===== config.mk =====
export PLATFORM = sky130hd
export DESIGN_NAME = i2c_master_arbiter
export DESIGN_NICKNAME = d
export VERILOG_FILES = /design/src/rtl/i2c_master_arbiter_pkg.sv /design/src/rtl/i2c_arbiter_rr_picker.sv /design/src/rtl/i2c_master_arbiter.sv
export SDC_FILE = /design/constraint.sdc
export NUM_CORES = 1
export LEC_CHECK = 0
export BUFFER_PORTS_ARGS = -buffer_cell sky130_fd_sc_hd__buf_4
export CAP_MARGIN = 20
export CORE_MARGIN = 1
export CORE_UTILIZATION = 25
export CTS_CLUSTER_DIAMETER = 80
export DETAILED_ROUTE_END_ITERATION = 8
export PLACE_DENSITY_LB_ADDON = 0.25
export SLEW_MARGIN = 20
export SYNTH_ARGS = -nofsm -noshare
export SYNTH_HDL_FRONTEND = slang
export SYNTH_SLANG_ARGS = --single-unit

===== constraint.sdc =====
create_clock -name clock -period 2.3 [get_ports clock]
set_input_delay 0.345 -clock clock [delete_from_list [all_inputs] [get_ports clock]]
set_output_delay 0.345 -clock clock [all_outputs]
set_load 0.1 [all_outputs]

===== src/rtl/i2c_master_arbiter_pkg.sv =====
// Shared types and default widths for the I2C master arbiter.
package i2c_master_arbiter_pkg;

  localparam int unsigned DEFAULT_DATA_WIDTH     = 8;
  localparam int unsigned DEFAULT_REGISTER_WIDTH = 8;
  localparam int unsigned DEFAULT_ADDRESS_WIDTH  = 7;

  typedef enum logic [1:0] {
    ST_IDLE      = 2'd0,
    ST_ISSUE     = 2'd1,
    ST_WAIT_BUSY = 2'd2,
    ST_COMPLETE  = 2'd3
  } arb_state_t;

endpackage


===== src/rtl/i2c_arbiter_rr_picker.sv =====
// Combinational round-robin picker: first set request bit after last_owner, wrapping.
module i2c_arbiter_rr_picker #(
  parameter int unsigned NUM_REQUESTERS = 4,
  parameter int unsigned INDEX_WIDTH    = $clog2(NUM_REQUESTERS)
) (
  input  logic [NUM_REQUESTERS-1:0] request,
  input  logic [INDEX_WIDTH-1:0]    last_owner,
  output logic                      valid,
  output logic [INDEX_WIDTH-1:0]    index
);

  logic [INDEX_WIDTH-1:0] cand;

  // Scan last_owner+1 .. last_owner+N so the previous owner ranks lowest.
  always_comb begin
    valid = 1'b0;
    index = '0;
    cand  = '0;
    for (int unsigned k = 1; k <= NUM_REQUESTERS; k++) begin
      cand = INDEX_WIDTH'((32'(last_owner) + k) % NUM_REQUESTERS);
      if (!valid && request[cand]) begin
        valid = 1'b1;
        index = cand;
      end
    end
  end

endmodule


===== src/rtl/i2c_master_arbiter.sv =====
// Round-robin arbiter sharing one i2c_master among NUM_REQUESTERS clients.
// Optional watchdog enabled by defining I2C_ARBITER_TIMEOUT_EN.
module i2c_master_arbiter
  import i2c_master_arbiter_pkg::*;
#(
  parameter int unsigned NUM_REQUESTERS = 4,
  parameter int unsigned DATA_WIDTH     = DEFAULT_DATA_WIDTH,
  parameter int unsigned REGISTER_WIDTH = DEFAULT_REGISTER_WIDTH,
  parameter int unsigned ADDRESS_WIDTH  = DEFAULT_ADDRESS_WIDTH,
  parameter int unsigned TIMEOUT_CYCLES = 65535
) (
  input  logic                                 clock,
  input  logic                                 reset,
  input  logic [NUM_REQUESTERS-1:0]            request,
  input  logic [NUM_REQUESTERS-1:0]            read_write,
  input  logic [NUM_REQUESTERS*DATA_WIDTH-1:0] mosi_data,
  input  logic [NUM_REQUESTERS*REGISTER_WIDTH-1:0] register_address,
  input  logic [NUM_REQUESTERS*ADDRESS_WIDTH-1:0]  device_address,
  output logic [NUM_REQUESTERS-1:0]            grant,
  output logic [NUM_REQUESTERS-1:0]            done,
  output logic [NUM_REQUESTERS-1:0]            error,
  output logic [DATA_WIDTH-1:0]                miso_data,
  output logic                                 master_enable,
  output logic                                 master_read_write,
  output logic [DATA_WIDTH-1:0]                master_mosi_data,
  output logic [REGISTER_WIDTH-1:0]            master_register_address,
  output logic [ADDRESS_WIDTH-1:0]             master_device_address,
  input  logic [DATA_WIDTH-1:0]                master_miso_data,
  input  logic                                 master_busy
);

  localparam int unsigned IW = $clog2(NUM_REQUESTERS);

  if (NUM_REQUESTERS < 2 || NUM_REQUESTERS > 8 || TIMEOUT_CYCLES < 1) begin : g_bad_cfg
    $error("i2c_master_arbiter: unsupported NUM_REQUESTERS or TIMEOUT_CYCLES");
  end

  arb_state_t                state_q, state_d;
  logic [IW-1:0]             owner_q, owner_d;
  logic [IW-1:0]             last_owner_q, last_owner_d;
  logic [IW-1:0]             pick_index;
  logic                      pick_valid;
  logic [NUM_REQUESTERS-1:0] grant_q, grant_d;
  logic [NUM_REQUESTERS-1:0] done_q, done_d;
  logic [NUM_REQUESTERS-1:0] owner_onehot;
  logic [DATA_WIDTH-1:0]     miso_q, miso_d;
  logic                      men_q, men_d;
  logic                      mrw_q, mrw_d;
  logic [DATA_WIDTH-1:0]     mdata_q, mdata_d;
  logic [REGISTER_WIDTH-1:0] mreg_q, mreg_d;
  logic [ADDRESS_WIDTH-1:0]  mdev_q, mdev_d;
  logic                      finish;
  logic                      expired;

  i2c_arbiter_rr_picker #(
    .NUM_REQUESTERS (NUM_REQUESTERS),
    .INDEX_WIDTH    (IW)
  ) u_picker (
    .request    (request),
    .last_owner (last_owner_q),
    .valid      (pick_valid),
    .index      (pick_index)
  );

  assign owner_onehot = NUM_REQUESTERS'(1) << owner_q;

`ifdef I2C_ARBITER_TIMEOUT_EN
  localparam int unsigned CW = $clog2(TIMEOUT_CYCLES + 1);

  logic [CW-1:0]             cnt_q, cnt_d;
  logic [NUM_REQUESTERS-1:0] error_q, error_d;

  // Last counted cycle of the budget: completion lands on the next edge.
  assign expired = (cnt_q == CW'(TIMEOUT_CYCLES - 1));
  assign error   = error_q;
`else
  assign expired = 1'b0;
  assign error   = '0;
`endif

  always_comb begin
    state_d      = state_q;
    owner_d      = owner_q;
    last_owner_d = last_owner_q;
    grant_d      = grant_q;
    done_d       = '0;
    miso_d       = miso_q;
    men_d        = men_q;
    mrw_d        = mrw_q;
    mdata_d      = mdata_q;
    mreg_d       = mreg_q;
    mdev_d       = mdev_q;
    finish       = 1'b0;
`ifdef I2C_ARBITER_TIMEOUT_EN
    error_d      = '0;
`endif

    case (state_q)
      ST_IDLE: begin
        if (pick_valid) begin
          state_d = ST_ISSUE;
          owner_d = pick_index;
          grant_d = NUM_REQUESTERS'(1) << pick_index;
          men_d   = 1'b1;
          mrw_d   = read_write[pick_index];
          mdata_d = mosi_data[32'(pick_index)*DATA_WIDTH +: DATA_WIDTH];
          mreg_d  = register_address[32'(pick_index)*REGISTER_WIDTH +: REGISTER_WIDTH];
          mdev_d  = device_address[32'(pick_index)*ADDRESS_WIDTH +: ADDRESS_WIDTH];
        end
      end
      ST_ISSUE: begin
        if (expired) begin
          finish = 1'b1;
        end else if (master_busy) begin
          men_d   = 1'b0;
          state_d = ST_WAIT_BUSY;
        end
      end
      ST_WAIT_BUSY: begin
        if (expired || !master_busy) finish = 1'b1;
      end
      ST_COMPLETE: state_d = ST_IDLE;
      default:     state_d = ST_IDLE;
    endcase

    // Shared completion path: normal end of busy or watchdog expiry.
    if (finish) begin
      state_d      = ST_COMPLETE;
      miso_d       = expired ? '0 : master_miso_data;
      done_d       = owner_onehot;
      grant_d      = '0;
      men_d        = 1'b0;
      last_owner_d = owner_q;
`ifdef I2C_ARBITER_TIMEOUT_EN
      error_d      = expired ? owner_onehot : '0;
`endif
    end

`ifdef I2C_ARBITER_TIMEOUT_EN
    cnt_d = (state_d == state_q && (state_q == ST_ISSUE || state_q == ST_WAIT_BUSY))
            ? cnt_q + CW'(1) : '0;
`endif
  end

  always_ff @(posedge clock) begin
    if (reset) begin
      state_q      <= ST_IDLE;
      owner_q      <= '0;
      last_owner_q <= IW'(NUM_REQUESTERS - 1);
      grant_q      <= '0;
      done_q       <= '0;
      miso_q       <= '0;
      men_q        <= 1'b0;
      mrw_q        <= 1'b0;
      mdata_q      <= '0;
      mreg_q       <= '0;
      mdev_q       <= '0;
    end else begin
      state_q      <= state_d;
      owner_q      <= owner_d;
      last_owner_q <= last_owner_d;
      grant_q      <= grant_d;
      done_q       <= done_d;
      miso_q       <= miso_d;
      men_q        <= men_d;
      mrw_q        <= mrw_d;
      mdata_q      <= mdata_d;
      mreg_q       <= mreg_d;
      mdev_q       <= mdev_d;
    end
  end

`ifdef I2C_ARBITER_TIMEOUT_EN
  always_ff @(posedge clock) begin
    if (reset) begin
      cnt_q   <= '0;
      error_q <= '0;
    end else begin
      cnt_q   <= cnt_d;
      error_q <= error_d;
    end
  end
`endif

  assign grant                   = grant_q;
  assign done                    = done_q;
  assign miso_data               = miso_q;
  assign master_enable           = men_q;
  assign master_read_write       = mrw_q;
  assign master_mosi_data        = mdata_q;
  assign master_register_address = mreg_q;
  assign master_device_address   = mdev_q;

endmodule


==> results of run 1 <==
logic make-up after synthesis:
family / after synthesis / synth area share [%]
buffers and inverters: 25 / 7.53
flip-flops: 47 / 42.9
AO/OA/AOI/OAI: 76 / 29.9
multiplexers: 5 / 2.28
AND/OR/NAND/NOR: 84 / 17.2
other: 1 / 0.171
worst max-delay path, delay by kind of cell (launching register included):
| family | cells | cell delay [ns] |
|---|---|---|
| buffers and inverters | 1 | 0.23 |
| and+or+nand+nor | 2 | 0.75 |
| DFF | 1 | 0.45 |
| AOI/OAI and AO/OA | 3 | 0.51 |
power groups by stage:
stage / logic (mW) / registers [mW] / clock network (mW)
detailed placement: 1.15 / 0.966 / 0
finish: 1.14 / 0.947 / 0.631
CTS: 1.15 / 0.948 / 0.668
floorplan: 0.299 / 1.49 / 0
global route: 1.20 / 0.958 / 0.704
global placement: 1.14 / 0.963 / 0
state kept, by name, indices dropped and copies added, names as in the netlist:
register / flops
master_enable: 1
last_owner_q: 2
master_register_address: 8
master_mosi_data: 8
miso_data: 8
owner_q: 2
master_read_write: 1
grant: 4
master_device_address: 7
state_q: 2
done: 4
final cells by class:
cell class,count,area [um2],area share (%)
flip-flops and latches,47,941,26.9
repair buffers,157,1200,34.2
multi-input cells,169,1110,31.6
clock buffers,5,68.8,1.97
well taps,105,131,3.75
inverters,2,7.51,0.214
clock inverters,3,46.3,1.32
synthesized netlist by cell type (all sizes together), types with 2 or more instances:
| cell | number | area [um2] |
|---|---|---|
| a21oi | 7 | 35.0 |
| a221oi | 2 | 17.5 |
| a222oi | 24 | 240 |
| a22o | 10 | 88.8 |
| a311oi | 23 | 201 |
| buf | 18 | 139 |
| clkbuf | 5 | 18.8 |
| dfxtp | 47 | 941 |
| inv | 2 | 7.51 |
| mux2i | 5 | 50.1 |
| nand2 | 26 | 97.6 |
| nand2b | 4 | 25.0 |
| nor2 | 42 | 163 |
| nor2b | 2 | 12.5 |
| nor3 | 3 | 20.0 |
| o21ai | 2 | 10.0 |
| o22ai | 2 | 12.5 |
placed cells by master (no fill, tap or decap), drive strengths merged:
master,count
a221oi,2
o22a,1
a21oi,7
nor3b,1
a31oi,1
and2,1
inv,3
a21o,1
nor3,3
nand3b,1
dfxtp,47
nor2b,2
and3,1
or2,1
or3,1
o21ai,2
a222oi,24
or2b,1
clkbuf,5
a22o,10
mux2i,5
a211oi,1
nand2b,4
nor2,42
o22ai,2
o211a,1
a311oi,23
o21bai,1
nand2,26
bufinv,1
clkinvlp,1
buf,157
conb,4
path summary, 6_finish.rpt:
path,startpoint,end,slack [ns],cells past startpoint
worst max-delay path,last_owner_q[0],master_register_address[4],0.25,6
worst min-delay path,master_miso_data[5],miso_data[5],0.24,2
worst max register to register,last_owner_q[0],master_register_address[4],0.25,6
worst min register to register,miso_data[6],miso_data[6],0.49,1
metal layers:
layer | up-vias | share of wire (%) | GRT usage [%]
li1 | 1205 | - | -
met1 | 1098 | 43 | 18.6
met2 | 106 | 47 | 26.1
met3 | 7 | 9.1 | 4.23
met4 | 0 | 1.3 | 5.22
met5 | - | 0 | 0
through the flow:
stage	hold slack, ns	instances	setup TNS (ns)	instance area (um2)
final	0.241	488	0	3500
after global routing	0.219	488	0	3500
after CTS	0.226	488	0	3500
after detailed placement	0.465	480	0	3390
after global placement	0.465	479	-0.158	3370
after floorplan	0.440	241	0	2200
==> results.rst, run 1 <==
.. list-table::
   :header-rows: 1

   * - Metric
     - Value
   * - Via count
     - 2416
   * - Initial antenna violation count
     - 0
   * - PnR worst setup slack
     - 0.247 ns
   * - Period utilisation layout
     - 89.3%
   * - Via count of the first global-routing pass
     - 2181
   * - EDFF count, synth
     - 0
   * - Maximum fanout along the worst path
     - 14
   * - Number of unique standard cell types used by synthesis
     - 36
   * - Max IR drop VDD
     - 0.336 mV
   * - Clock tree from TritonCTS
     - built
   * - Drt initial violations
     - 215
   * - Largest clock skew in the final design
     - 0.0128 ns
   * - DRT antenna net count
     - 0
   * - Relative max-transition margin
     - 55.5%
   * - Peak Freq
     - 0.487 GHz
   * - Count of instances resized after the clock tree is built
     - 0
   * - Length of the first detailed-routing pass in iterations
     - 8
   * - Residual DRC count
     - 0
   * - Pwr/cell area
     - 777 nW/um2
   * - Per-cell routed wire length
     - 14.8 um
   * - Slowest cell on the critical path
     - sky130_fd_sc_hd__nor2_2
   * - Crit path time final
     - 2.05 ns
   * - Total wire length
     - 7.24 mm
   * - Post-synthesis register bit count
     - 47
   * - Part of the total power dissipated in combinational logic
     - 42.0%
   * - Post-synthesis cell area
     - 2190 um2
   * - Drt via density
     - 4.95
   * - Routability congestion estimate from global placement
     - 0.789
   * - All-Layer GR Usage
     - 15.4%
   * - Leakage component of the power
     - 1.58 nW
   * - First-pass GRT wire length
     - 10.7 mm
   * - Average size of a mapped cell
     - 9.21 um2
   * - Count of final max-slew check failures
     - 0
   * - Grt ovf
     - 0
   * - Data arrival time at the worst-slack endpoint
     - 2.26 ns
   * - Starting utilization of the core area
     - 26.3%
   * - Required time of the worst setup path
     - 2.50 ns
   * - Overall die area
     - 9150 um2
   * - Kind of critical path
     - register to register
   * - Critical path startpoint category
     - register
   * - Net Switching
     - 1.16 mW
   * - Slew at the pin closest to its max-slew limit
     - 0.665 ns
   * - CP peak stage delay
     - 0.54 ns
   * - Switching Share
     - 42.5%
   * - Number of hold buffers added after CTS
     - 0
   * - Total of fill cells in the finished design
     - 866
   * - Final Hold Fails
     - 0
   * - Later-pin clock latency in the skew report
     - 0.30 ns
   * - Layout Area Growth over Synthesis
     - 59.7%
   * - Clk network pwr share
     - 23.2%
   * - CTS H-tree lvls
     - 2
   * - Number of I/O port buffers
     - 151
   * - Layout net count
     - 493
   * - Internal power
     - 1.56 mW
   * - Number of buffers created by CTS
     - 5
   * - Max cap viols
     - 0
   * - Overall Power
     - 2.72 mW
   * - Die Span X
     - 95.6 um
   * - Min-delay worst type
     - input port to register
   * - Most common flop cell mapped by yosys
     - sky130_fd_sc_hd__dfxtp_1
   * - Post-Syn Instances
     - 238
   * - Outcome
     - complete, no violations
   * - Layout cells sized above 1
     - 45.4%
   * - Setup Viol. Count Final
     - 0
   * - Height of the die
     - 95.6 um
   * - Root Buffer
     - sky130_fd_sc_hd__clkbuf_8
   * - Clock sink total
     - 47
   * - Detailed Place HPWL
     - 5.19 mm
   * - Share of synthesized area occupied by flip-flops and latches
     - 42.9%
   * - Number of antenna diodes
     - 0
   * - Final design utilization
     - 42.0%
   * - Pin count of the biggest net entering global routing
     - 57
   * - Core Box Area
     - 8340 um2
   * - I/O Pins
     - 156
   * - Row count
     - 33
   * - RSZ-0062 raised after global routing
     - no
   * - Cell-by-cell trace of the critical path
     - nand2b_1, a21oi_1, nor2_2, buf_8, a222oi_1, a311oi_1
   * - Kind of capture point of the worst setup path
     - register
   * - CTS clock-pin slew for the worst setup and hold paths
     - 0.10 ns
   * - Setup repair bufs after CTS
     - 0
   * - Share of flip-flops with an asynchronous set or reset after synthesis
     - 0%
   * - Worst slack at placement
     - 0.288 ns
   * - Number of buffers on the longest clock path
     - 2
   * - Synth warnings
     - 0
   * - Sequential fraction of design power
     - 34.8%
Power figures use the tool's default switching activity.
==> run 2, diff against run 1 <==
CORE_UTILIZATION = 41   (was 25)
==> run 2 against run 1 <==
Against the previous run: routed wire length decreased by 6.5%; cell count decreased by 7.4%; sequential cell count unchanged; total power decreased by 0.61%; sequential power about the same; final area decreased by 1.8%; worst hold slack improved by 0.011 ns; critical path depth decreased by 1; utilization increased by 25 points; critical endpoint is now master_mosi_data[6].
==> results.rst, run 2 (synthesis gave the netlist of run 1 again) <==
.. list-table::
   :header-rows: 1

   * - Metric
     - Value
   * - Later-pin clock latency in the skew report
     - 0.30 ns
   * - Clock sink total
     - 47
   * - Part of the total power dissipated in combinational logic
     - 41.9%
   * - Row count
     - 26
   * - Slew at the pin closest to its max-slew limit
     - 0.648 ns
   * - Total wire length
     - 6.77 mm
   * - Slack of the worst reg-to-reg path
     - 0.33 ns
   * - Final design utilization
     - 66.9%
   * - CTS H-tree lvls
     - 2
   * - RSZ-0062 raised after global routing
     - no
   * - Per-cell routed wire length
     - 15.0 um
   * - Worst slack at placement
     - -0.00960 ns
   * - Maximum fanout along the worst path
     - 25
   * - Clk network pwr share
     - 23.1%
   * - Data arrival time at the worst-slack endpoint
     - 2.17 ns
   * - Outcome
     - complete, no violations
   * - Via count of the first global-routing pass
     - 2237
   * - Largest clock skew in the final design
     - 0.00439 ns
   * - Relative max-transition margin
     - 56.7%
   * - First-pass GRT wire length
     - 9.96 mm
   * - CP peak stage delay
     - 0.54 ns
   * - Clock tree from TritonCTS
     - built
   * - Worst Min Path Start
     - master_miso_data[0]
   * - Critical path startpoint category
     - register
   * - Die Span X
     - 75.1 um
   * - Grt ovf
     - 0
   * - Start of the worst register-to-register path
     - last_owner_q[0]
   * - DRT antenna net count
     - 0
   * - I/O Pins
     - 156
   * - Pwr/cell area
     - 787 nW/um2
   * - Detailed Place HPWL
     - 4.90 mm
   * - All-Layer GR Usage
     - 23.5%
   * - Kind of cell adding the most delay to the critical path
     - simple AND/OR/NAND/NOR gates
   * - Sequential fraction of design power
     - 35.0%
   * - Setup repair bufs after CTS
     - 0
   * - Internal power
     - 1.58 mW
   * - Required time of the worst setup path
     - 2.50 ns
   * - Number of buffers created by CTS
     - 5
   * - Number of buffers on the longest clock path
     - 2
   * - Switching Share
     - 41.5%
   * - Commonest cells after routing, fill and taps aside
     - 156 x sky130_fd_sc_hd__buf_4, 47 x sky130_fd_sc_hd__dfxtp_1, 39 x sky130_fd_sc_hd__nor2_1
   * - Peak Freq
     - 0.507 GHz
   * - Commonest non-fill, non-tap cell in the layout
     - sky130_fd_sc_hd__buf_4
   * - Kind of capture point of the worst setup path
     - register
   * - Number of I/O port buffers
     - 151
   * - Starting utilization of the core area
     - 42.6%
   * - Number of cells traversed by the worst hold path
     - 2
   * - Final Hold Fails
     - 0
   * - Count of final max-slew check failures
     - 0
   * - Residual DRC count
     - 0
   * - Max cap viols
     - 0
   * - Core Box Area
     - 5140 um2
   * - Kind of critical path
     - register to register
   * - Via count
     - 2468
   * - Hold Path Sink
     - miso_data[0]
   * - Slowest cell on the critical path
     - sky130_fd_sc_hd__nor2_4
   * - Worst-case hold slack
     - 0.253 ns
   * - Crit path time final
     - 1.97 ns
   * - Layout net count
     - 492
   * - Leakage component of the power
     - 1.58 nW
   * - Number of antenna diodes
     - 0
   * - Drt initial violations
     - 179
   * - Net Switching
     - 1.12 mW
   * - Pin count of the biggest net entering global routing
     - 36
   * - Min-delay worst type
     - input port to register
   * - Routability congestion estimate from global placement
     - 0.796
   * - Max IR drop VDD
     - 0.464 mV
   * - Root Buffer
     - sky130_fd_sc_hd__clkbuf_8
   * - PnR worst setup slack
     - 0.328 ns
   * - Initial antenna violation count
     - 0
   * - Reg2Reg Capture Point
     - master_mosi_data[6]
   * - CTS clock-pin slew for the worst setup and hold paths
     - 0.08 ns
   * - Period utilisation layout
     - 85.7%
   * - Setup Viol. Count Final
     - 0
   * - Height of the die
     - 75.1 um
   * - Length of the first detailed-routing pass in iterations
     - 6
   * - Layout cells sized above 1
     - 45.3%
   * - Overall die area
     - 5640 um2
   * - Buffers plus inverters on the worst setup path
     - 0
   * - Worst reg2reg path depth
     - 5
   * - Drt via density
     - 5.46
   * - Layout Area Growth over Synthesis
     - 56.8%
   * - Cell-by-cell trace of the critical path
     - nand2b_1, a21oi_1, nor2_4, a222oi_1, a311oi_1
## run 2: cell count changes in the layout (fill, tap and decap cells not counted)
cell	change
sky130_fd_sc_hd__buf_12	-1
sky130_fd_sc_hd__buf_4	+1
sky130_fd_sc_hd__buf_8	-1
sky130_fd_sc_hd__clkbuf_8	+1
sky130_fd_sc_hd__clkinv_2	+1
sky130_fd_sc_hd__clkinvlp_4	-1
sky130_fd_sc_hd__inv_6	-1
sky130_fd_sc_hd__nor2_2	-1
sky130_fd_sc_hd__nor2_4	+1
## run 2: area by class of cell
type | instances | area, um2
multi-input combinational | 169 | 1110
inverter | 2 | 7.51
timing repair buffer | 156 | 1170
fill | 438 | 1700
sequential | 47 | 941
clock buffer | 6 | 82.6
tap | 70 | 87.6
clock inverter | 2 | 35.0
## run 2: metrics by stage
step	instance area [um2]	setup TNS, ns	std cells	power [mW]
6_report	3440	0	452	2.70
5_1_grt	3440	0	452	2.82
4_1_cts	3440	0	452	2.72
3_5_place_dp	3310	-0.00960	444	2.10
3_3_place_gp	3310	0	444	2.09
2_1_floorplan	2200	0	241	1.78
## run 2: worst max path at each step
stage / startpoint / depth (start not counted) / to
2_1_floorplan: last_owner_q[0] / 6 / master_mosi_data[0]
3_3_place_gp: request[3] / 6 / master_device_address[0]
3_5_place_dp: last_owner_q[0] / 5 / master_mosi_data[6]
4_1_cts: last_owner_q[0] / 5 / master_mosi_data[6]
5_1_grt: last_owner_q[0] / 5 / master_device_address[4]
6_report: last_owner_q[0] / 5 / master_mosi_data[6]
## run 2: layer usage
metal	vias up	wire (um)	track usage (%)
li1	1200	-	-
met1	1120	2770	26.4
met2	144	3290	42.1
met3	4	663	7.23
met4	0	42	7.55
met5	-	0	0
## run 2: power groups by stage
stage	registers [mW]	clock network (mW)	logic [mW]
floorplan	1.49	0	0.299
global route	0.958	0.677	1.19
global placement	0.963	0	1.12
CTS	0.948	0.638	1.13
detailed placement	0.966	0	1.13
finish	0.947	0.624	1.13
## run 2: what timing repair did
action / CTS / global route
hold buffers: 0 / 0
setup endpoints to repair: 4 / 0
resized for setup: 1 / 0
